<file path="config.mk">
export PLATFORM = sky130hd
export DESIGN_NAME = uart_tx_fifo
export DESIGN_NICKNAME = d
export VERILOG_FILES = /design/src/rtl/uart_pkg.sv /design/src/rtl/sync_fifo.sv /design/src/rtl/uart_tx_fifo.sv
export SDC_FILE = /design/constraint.sdc
export NUM_CORES = 1
export LEC_CHECK = 0
export CAP_MARGIN = 20
export CORE_MARGIN = 2
export CORE_UTILIZATION = 25
export CTS_BUF_LIST = sky130_fd_sc_hd__clkbuf_8
export DETAILED_ROUTE_END_ITERATION = 12
export PLACE_DENSITY_LB_ADDON = 0.08
export SKIP_CTS_REPAIR_TIMING = 1
export SYNTH_ARGS = -nofsm -noshare
export SYNTH_HDL_FRONTEND = slang
export SYNTH_SLANG_ARGS = --single-unit
</file>
<file path="constraint.sdc">
create_clock -name clk -period 4.8 [get_ports clk]
set_input_delay 0.96 -clock clk [delete_from_list [all_inputs] [get_ports clk]]
set_output_delay 0.96 -clock clk [all_outputs]
set_load 0.02 [all_outputs]
</file>
<file path="src/rtl/uart_pkg.sv">
// Shared UART definitions.
//   parity_t    : parity mode encoding (none / odd / even)
//   tx_state_t  : transmitter FSM states
//   frame_bits  : number of serial bits in one frame
package uart_pkg;

  typedef enum logic [1:0] {
    PAR_NONE = 2'd0,
    PAR_ODD  = 2'd1,
    PAR_EVEN = 2'd2
  } parity_t;

  typedef enum logic [2:0] {
    IDLE   = 3'd0,
    START  = 3'd1,
    DATA   = 3'd2,
    PARITY = 3'd3,
    STOP   = 3'd4
  } tx_state_t;

  // start + data + optional parity + stop bits
  function automatic int unsigned frame_bits(input int unsigned data_width,
                                             input int unsigned parity,
                                             input int unsigned stop_bits);
    return 1 + data_width + ((parity != 0) ? 1 : 0) + stop_bits;
  endfunction

endpackage

</file>
<file path="src/rtl/sync_fifo.sv">
// Synchronous FIFO with registered occupancy.
//   clk, rst : clock, asynchronous active-high reset
//   push/din : write request and data (ignored while full)
//   pop      : read request (ignored while empty); dout shows the head entry
//   full, empty, count : occupancy status
module sync_fifo #(
  parameter int WIDTH = 8,
  parameter int DEPTH = 16
) (
  input  logic                   clk,
  input  logic                   rst,
  input  logic                   push,
  input  logic [WIDTH-1:0]       din,
  input  logic                   pop,
  output logic [WIDTH-1:0]       dout,
  output logic                   full,
  output logic                   empty,
  output logic [$clog2(DEPTH):0] count
);

  localparam int AW = $clog2(DEPTH);

  logic [WIDTH-1:0] mem [DEPTH];
  logic [AW-1:0]    wr_ptr;
  logic [AW-1:0]    rd_ptr;
  logic             do_push;
  logic             do_pop;

  assign full    = (count == (AW+1)'(DEPTH));
  assign empty   = (count == '0);
  assign do_push = push && !full;
  assign do_pop  = pop && !empty;
  assign dout    = mem[rd_ptr];

  // Pointers wrap naturally because DEPTH is a power of two.
  always_ff @(posedge clk or posedge rst) begin
    if (rst) begin
      wr_ptr <= '0;
      rd_ptr <= '0;
      count  <= '0;
    end else begin
      if (do_push) wr_ptr <= wr_ptr + 1'b1;
      if (do_pop)  rd_ptr <= rd_ptr + 1'b1;
      case ({do_push, do_pop})
        2'b10:   count <= count + 1'b1;
        2'b01:   count <= count - 1'b1;
        default: ;
      endcase
    end
  end

  // Storage needs no reset: entries are only read after being written.
  always_ff @(posedge clk) begin
    if (do_push) mem[wr_ptr] <= din;
  end

endmodule

</file>
<file path="src/rtl/uart_tx_fifo.sv">
// UART transmitter fed by an internal TX FIFO.
//   clk, rst   : clock, asynchronous active-high reset
//   data_tx    : word to enqueue, accepted when valid_tx && ready_tx
//   valid_tx   : producer offers data_tx
//   ready_tx   : FIFO not full
//   sig_tx     : registered serial line, idle high, LSB first
//   busy       : frame in progress or FIFO non-empty
//   fifo_count : current FIFO occupancy
module uart_tx_fifo
  import uart_pkg::*;
#(
  parameter int DATA_WIDTH = 8,
  parameter int BAUD_RATE  = 115200,
  parameter int CLK_FREQ   = 100_000_000,
  parameter int FIFO_DEPTH = 16,
  parameter int PARITY     = 0,
  parameter int STOP_BITS  = 1
) (
  input  logic                        clk,
  input  logic                        rst,
  input  logic [DATA_WIDTH-1:0]       data_tx,
  input  logic                        valid_tx,
  output logic                        ready_tx,
  output logic                        sig_tx,
  output logic                        busy,
  output logic [$clog2(FIFO_DEPTH):0] fifo_count
);

  localparam int PULSE_WIDTH = CLK_FREQ / BAUD_RATE;
  localparam int CW          = $clog2(PULSE_WIDTH);
  localparam int BW          = $clog2(frame_bits(DATA_WIDTH, PARITY, STOP_BITS));
  localparam logic [CW-1:0] BAUD_LOAD = CW'(PULSE_WIDTH - 1);
  localparam parity_t PAR_MODE = parity_t'(2'(PARITY));

  tx_state_t             state;
  logic [CW-1:0]         baud_cnt;
  logic [BW-1:0]         bit_cnt;
  logic [DATA_WIDTH-1:0] shreg;
  logic                  par_bit;

  logic [DATA_WIDTH-1:0] fifo_dout;
  logic                  fifo_full;
  logic                  fifo_empty;
  logic                  bit_end;
  logic                  last_stop;
  logic                  pop;
  logic                  head_par;

  assign bit_end   = (baud_cnt == '0);
  assign last_stop = (state == STOP) && bit_end && (bit_cnt == BW'(STOP_BITS - 1));
  assign pop       = !fifo_empty && ((state == IDLE) || last_stop);
  assign head_par  = (PAR_MODE == PAR_ODD) ? ~^fifo_dout : ^fifo_dout;
  assign ready_tx  = !fifo_full;
  assign busy      = (state != IDLE) || !fifo_empty;

  sync_fifo #(
    .WIDTH (DATA_WIDTH),
    .DEPTH (FIFO_DEPTH)
  ) u_fifo (
    .clk   (clk),
    .rst   (rst),
    .push  (valid_tx),
    .din   (data_tx),
    .pop   (pop),
    .dout  (fifo_dout),
    .full  (fifo_full),
    .empty (fifo_empty),
    .count (fifo_count)
  );

  always_ff @(posedge clk or posedge rst) begin
    if (rst) begin
      state    <= IDLE;
      sig_tx   <= 1'b1;
      baud_cnt <= '0;
      bit_cnt  <= '0;
      shreg    <= '0;
      par_bit  <= 1'b0;
    end else begin
      case (state)
        IDLE: ;
        START: begin
          if (bit_end) begin
            state    <= DATA;
            sig_tx   <= shreg[0];
            shreg    <= shreg >> 1;
            bit_cnt  <= '0;
            baud_cnt <= BAUD_LOAD;
          end else begin
            baud_cnt <= baud_cnt - 1'b1;
          end
        end
        DATA: begin
          if (bit_end) begin
            baud_cnt <= BAUD_LOAD;
            if (bit_cnt == BW'(DATA_WIDTH - 1)) begin
              bit_cnt <= '0;
              if (PAR_MODE != PAR_NONE) begin
                state  <= uart_pkg::PARITY;
                sig_tx <= par_bit;
              end else begin
                state  <= STOP;
                sig_tx <= 1'b1;
              end
            end else begin
              sig_tx  <= shreg[0];
              shreg   <= shreg >> 1;
              bit_cnt <= bit_cnt + 1'b1;
            end
          end else begin
            baud_cnt <= baud_cnt - 1'b1;
          end
        end
        uart_pkg::PARITY: begin
          if (bit_end) begin
            state    <= STOP;
            sig_tx   <= 1'b1;
            bit_cnt  <= '0;
            baud_cnt <= BAUD_LOAD;
          end else begin
            baud_cnt <= baud_cnt - 1'b1;
          end
        end
        STOP: begin
          if (bit_end) begin
            if (bit_cnt == BW'(STOP_BITS - 1)) begin
              state <= IDLE;
            end else begin
              bit_cnt  <= bit_cnt + 1'b1;
              baud_cnt <= BAUD_LOAD;
            end
          end else begin
            baud_cnt <= baud_cnt - 1'b1;
          end
        end
        default: begin
          state  <= IDLE;
          sig_tx <= 1'b1;
        end
      endcase

      // Frame load shared by IDLE and the end of STOP; overrides the
      // IDLE transition above so back-to-back frames have no gap.
      if (pop) begin
        state    <= START;
        sig_tx   <= 1'b0;
        shreg    <= fifo_dout;
        par_bit  <= head_par;
        bit_cnt  <= '0;
        baud_cnt <= BAUD_LOAD;
      end
    end
  end

endmodule

</file>
[After elaboration in Yosys (flattened, before gate mapping)]
Memory sizes are Yosys's and may differ from the RTL's.
Cells that the tools add are included.
Widths: inputs -> output; s select.
Word-level totals
  bits in writable memories: 128
  latch bits: 0
  output and inout bits: 8
  register bits after elaboration: 39
  memories: 1
  ROM bits: 0
  input port bits: 11
Memory list
  u_fifo.mem: depth 16, width 8, read ports 1, clocked after Yosys merged registers in 0, wr ports 1, line sync_fifo.sv:23  | logic [WIDTH-1:0] mem [DEPTH];
Operators by class
  shift-type cells: 0
  bitwise logic cells: 0
  order comparisons: 0
  muxes and demuxes: 34
  $add $sub $neg: 6
  reductions and logical operators: 26
  equal/unequal tests: 20
  divide/modulo/power cells: 0
  multipliers: 0
Operators with widths (count)
  $mux 10: 4
  $mux 8: 4
  $mux 4: 6
  $mux 3: 7
  $ne 3x2->1 const B: 7
  $pmux 10 s2: 1
  $pmux 8 s2: 1
  $pmux 3 s5: 1
  $add 4x1->4 const B: 3
  $pmux 4 s3: 1
  $logic_not 10->1: 1
  $pmux 5 s2: 1
  $sub 10x1->10 const B: 1
  $reduce_bool 3->1: 3
  $reduce_and 4->1: 2
  $mux 1: 7
  $reduce_and 7->1: 1
  $eq 3x2->1 const B: 2
  $ne 3x1->1 const B: 2
  $add 5x1->5 const B: 1
  $eq 5x5->1 const B: 1
  $logic_and 1x1->1: 5
  $logic_not 5->1: 1
  $reduce_and 5->1: 1
  18 further kinds: 22

[Logic depth before layout (Yosys ltp)]
  depth after elaboration: 8
  depth in mapped cells: 14
  gate-level depth less buffers: 14

[By module]
From an unflattened synthesis, not the netlist that was laid out.
Unflattened totals
  cell total of the unflattened synthesis: 501
  area total of the unflattened synthesis: 7455.9 sq um
By module, submodules not included
  sync_fifo: seq. area each 4169.0 sq um, area each 5789.3 sq um, instances 1, cells an instance 333
  uart_tx_fifo: seq. area each 651.9 sq um, area each 1666.6 sq um, instances 1, cells an instance 168

[Worst setup path before layout]
Ideal clock, no wire load.
  path kind: register to register
  start point: register baud_cnt[2]
  end point: register u_fifo.count[4]
  stages on the path, launching flop included: 14
  library setup time: 0.125 ns
  arrival: 3.353 ns
  setup slack: 1.322 ns
  clock period less this slack: 3.478 ns
  path buffers: 3
  cell sequence: dfrtp_1 > or4_1 > buf_6 > o41ai_4 > nand3_2 > clkinv_1 > buf_2 > ha_1 > clkbuf_1 > o21a_1 > o211a_1 > nand4_1 > o211a_1 > a2111oi_0
On the way
  cells in the longest elaborated chain, start to end: 8
RTL lines
  start, declared: line uart_tx_fifo.sv:36  | logic [CW-1:0] baud_cnt;
  start signal, assigned: line uart_tx_fifo.sv:90  | baud_cnt <= baud_cnt - 1'b1;
  start signal, assigned: line uart_tx_fifo.sv:111  | baud_cnt <= baud_cnt - 1'b1;
  start signal, assigned: line uart_tx_fifo.sv:121  | baud_cnt <= baud_cnt - 1'b1;
  $logic_not 10->1 *: line uart_tx_fifo.sv:49  | assign bit_end = (baud_cnt == '0);
  $logic_and 1x1->1 * (2 in a row): line uart_tx_fifo.sv:50  | assign last_stop = (state == STOP) && bit_end && (bit_cnt == BW'(STOP_BITS - 1));
  $logic_or 1x1->1 *: line uart_tx_fifo.sv:51  | assign pop = !fifo_empty && ((state == IDLE) || last_stop);
  $logic_and 1x1->1 *: line uart_tx_fifo.sv:51
  via pop: line uart_tx_fifo.sv:46  | logic pop;
  $logic_and 1x1->1 *: line sync_fifo.sv:32  | assign do_pop = pop && !empty;
  $eq 2x1->1 / $eq 2x2->1 (equally long branches): line sync_fifo.sv:44  | case ({do_push, do_pop})
  $pmux 5 s2 / $reduce_bool 2->1 (equally long branches)
  end signal, assigned: line sync_fifo.sv:45  | 2'b10: count <= count + 1'b1;
  end signal, assigned: line sync_fifo.sv:46  | 2'b01: count <= count - 1'b1;
  end, declared: line sync_fifo.sv:18  | output logic [$clog2(DEPTH):0] count
Mark *: on every way through the listed nets, which the timed path passes. The rest lies on a longest branch.
A chain may end at the register's enable or synchronous reset.

[Final worst setup path]
  start point: register baud_cnt[2]
  end point: register u_fifo.count[4]
On the way
  cells in the longest elaborated chain, start to end: 8
RTL lines (line)
  $logic_not 10->1 *: uart_tx_fifo.sv:49
  $logic_and 1x1->1 * (2 in a row): uart_tx_fifo.sv:50
  $logic_or 1x1->1 *: uart_tx_fifo.sv:51
  $logic_and 1x1->1 *: uart_tx_fifo.sv:51
  $logic_and 1x1->1 *: sync_fifo.sv:32
  $eq 2x1->1 / $eq 2x2->1 (equally long branches): sync_fifo.sv:44
  $pmux 5 s2 / $reduce_bool 2->1 (equally long branches)
Mark *: on every way between the ends. The rest lies on a longest branch, timed or not.

==> out/metrics.cfg <==
[status]
status = complete, no violations

[worst_setup_path]
critPathKind = flop to flop
crit_path_frequent_cell = ha_1
cp-end-kind = flop
cp.depth = 10
max_stage_delay_ns = 0.72
cp.arrival_ns = 4.22
startpoint_type = flop
crit_family = compound AO/OA/AOI/OAI gates
worstSetupEndpoint = u_fifo.count[4]
worstSetupStartpoint = baud_cnt[2]
r2r_setup_slack_ns = 0.92
ff2ff_path_depth = 10
r2r_start = baud_cnt[2]
crit_chain = or4_1, o41ai_4, nand3_2, clkinv_1, ha_1, ha_1, and4b_1, a311oi_1, a21oi_1, a2111oi_0
reg2reg_to = u_fifo.count[4]
crit_slowest_cell = or4_1
worst-path-buf-inv = 1
worst-path-max-fanout = 11
worstPathRequired_ns = 5.14

[min_path]
holdPathStages = 1
min_path_type = flop to flop

[sta]
worst_pin_slew_ns = 1.013
period_share_pct = 80.79
fin_skew_ns = 0.02232
grt_setup_unrepaired = false
maxSlewHeadroom_pct = 32.25
fin_setup_tns_ns = 0
post-route-min-period_ns = 3.878
setup_viol = 0
fin_ws_ns = 0.9223
maxSlewViolCount = 0
fmax_mhz = 257.9
finalHoldViolations = 0

[synthesis]
avgSynthCellArea_um2 = 15.72
ys.flop_type = edfxtp_1
synthesis.nets = 489
synth.area.mux_share_pct = 13.43
synth-seq-area-share_pct = 65.82
synthAdderAreaFrac_pct = 2.050
ys_seq_elements = 167
synth-xor-area-share_pct = 1.196
ys_warn_count = 0
ys_types = 59
syn_inst = 466
synth_top_family_by_area = multiplexers
synth_edf_count = 128
syn_area_mm2 = 0.007325
async_flop_share_pct = 23.35
synth-simple-area-share_pct = 8.080
synth_compound_area_share_pct = 7.140

[floorplanning]
rows = 62
initial_core_util_pct = 25.45
coreArea_mm2 = 0.02878
die_h_um = 175.2
io_pins = 19
die_w_um = 175.2
design.die.area_mm2 = 0.03068

[global_route]
grt_max_degree = 40
grt_pass1_wl_mm = 25.91
grt.total_usage_pct = 11.44
grt_pass1_vias = 4228
antenna_found_initial = 0
grt_overflow_total = 0

[route]
drt_first_pass_iters = 4
drcViolationCount = 0
wl_met1_mm = 7.775
finalWirelength_mm = 16.81
wire_per_inst_um = 18.93
ant_nets = 0
dr_wl_met2_mm = 8.430
highest_layer = met4
post_drt_via_cell_ratio = 4.551
dr.first_iter.drc_count = 156
wl_met3_um = 404
vias = 4041

[pwr]
p_leak_nw = 2.694
irDropWorstVdd_uv = 168.7
p_per_area_mw_per_mm2 = 381.9

[clocking]
cts-buffers-inserted = 17
clkTransAtPathRegs_ns = 0.11
clk_latency_ns = 0.46
numClockSinks = 167
cts_tree = done
cts_max_level = 4
clock_path_buffers = 2
clockRootBuffer = clkbuf_8

[layout]
diodes = 0
syn_to_final_growth_pct = 14.23
nNetsFinal = 515
utilization_pct = 29.07
final_layout_size_suffix_gt1_share_pct = 21.23

[placement]
dp_worst_setup_slack_ns = 0.9088
port_buffers = 18
routabilityCongestion = 0.7166
dp_hpwl_mm = 10.90

[run]
cap_violations = 0

[final cells by class]
class,instances,area [um^2]
fillers,2869,20410
flip-flops and latches,167,4823
multi-input cells,259,2336
well taps,384,480.5
repair buffers,32,285.3
clock buffers,17,234.0
clock inverters,14,151.4
inverters,15,56.30
[synthesized netlist by cell type, types with 8 or more instances]
cell type  number  area, um^2
edfxtp_1      128        3844
a21oi_1        14       70.07
xnor2_1         8       70.07
buf_1           9       33.78
inv_1          14       52.55
mux2i_1        15       150.1
nor2_1         26       97.59
nand3_1         9       45.04
dfrtp_1        38       950.9
mux4_2         33       743.2
nand2_1        35       131.4
o21ai_0        11       55.05
mux2_2          8       90.09
clkbuf_1       12       45.04
ha_1           12       150.1
[cell families (layout without fill, tap and decap cells)]
family | after synthesis | after routing
muxes | 56 | 56
buffers and inverters | 40 | 78
DFF | 167 | 167
adders and majority gates | 12 | 12
and+or+nand+nor | 115 | 115
AOI/OAI and AO/OA | 66 | 66
xor gates and xnor gates | 10 | 10
[metal layers]
metal | GRT usage (%) | vias up
met1 | 14.76 | 2121
li1 | - | 1854
met4 | 3.229 | 0
met3 | 2.437 | 16
met5 | 0 | -
met2 | 19.36 | 50
[worst register-to-register path: stages (launching register included)]
cell       delay [ns]
dfrtp_1          0.46
or4_1            0.72
o41ai_4          0.53
nand3_2          0.28
clkinv_1         0.15
ha_1             0.38
ha_1             0.36
and4b_1          0.20
a311oi_1         0.34
a21oi_1          0.07
a2111oi_0        0.29
[cell usage in the layout, fill, tap and decap left out, types with 3 or more instances in the layout]
| cell | Yosys | routed |
|---|---|---|
| o21ai_0 | 11 | 11 |
| nand2_1 | 35 | 35 |
| dfrtp_1 | 38 | 36 |
| o21ai_2 | 7 | 7 |
| xnor2_1 | 8 | 8 |
| ha_1 | 12 | 12 |
| mux2i_1 | 15 | 15 |
| nand2b_1 | 4 | 4 |
| inv_6 | 0 | 3 |
| clkbuf_8 | 0 | 17 |
| nor2b_1 | 3 | 3 |
| a21oi_1 | 14 | 14 |
| or3_1 | 7 | 7 |
| inv_1 | 14 | 13 |
| nand3_1 | 9 | 9 |
| mux2_2 | 8 | 8 |
| o32ai_1 | 3 | 3 |
| or4_1 | 3 | 3 |
| mux4_2 | 33 | 33 |
| nor3_1 | 6 | 6 |
| inv_8 | 0 | 6 |
| o211ai_1 | 7 | 7 |
| buf_4 | 0 | 14 |
| nor2_1 | 26 | 26 |
| nand4_1 | 3 | 3 |
| clkdlybuf4s50_1 | 0 | 18 |
| edfxtp_1 | 128 | 128 |
[flip-flops by register name, indices dropped and copies added, names as in the netlist]
signal	count
bit_cnt	4
u_fifo.wr_ptr	4
u_fifo.count	5
sig_tx	1
u_fifo.mem	128
state	3
shreg	8
u_fifo.rd_ptr	4
baud_cnt	10
[how the worst min path moves through the flow]
stage	startpoint	end	slack, ns
finish	baud_cnt[0]	baud_cnt[0]	0.49
detailed placement	baud_cnt[0]	baud_cnt[0]	0.46
floorplan	baud_cnt[0]	baud_cnt[0]	0.44
global route	baud_cnt[0]	baud_cnt[0]	0.49
global placement	baud_cnt[0]	baud_cnt[0]	0.45
CTS	baud_cnt[0]	baud_cnt[0]	0.48
[per-stage QoR]
step | hold slack, ns | power, mW | cells | area (um^2)
floorplan | 0.4373 | 2.048 | 466 | 7325
global placement | 0.4531 | 2.228 | 857 | 7981
detailed placement | 0.4635 | 2.230 | 857 | 7981
CTS | 0.4777 | 3.249 | 888 | 8367
global route | 0.4893 | 3.364 | 888 | 8367
finish | 0.4873 | 3.195 | 888 | 8367
[where the power goes]
part	leakage (nW)	internal, mW	switching, mW	total, mW
Clock	0.194	0.391	0.616	1.01
Sequential	1.62	1.70	0.0801	1.78
Combinational	0.881	0.161	0.244	0.404
Power figures use the tool's default switching activity.
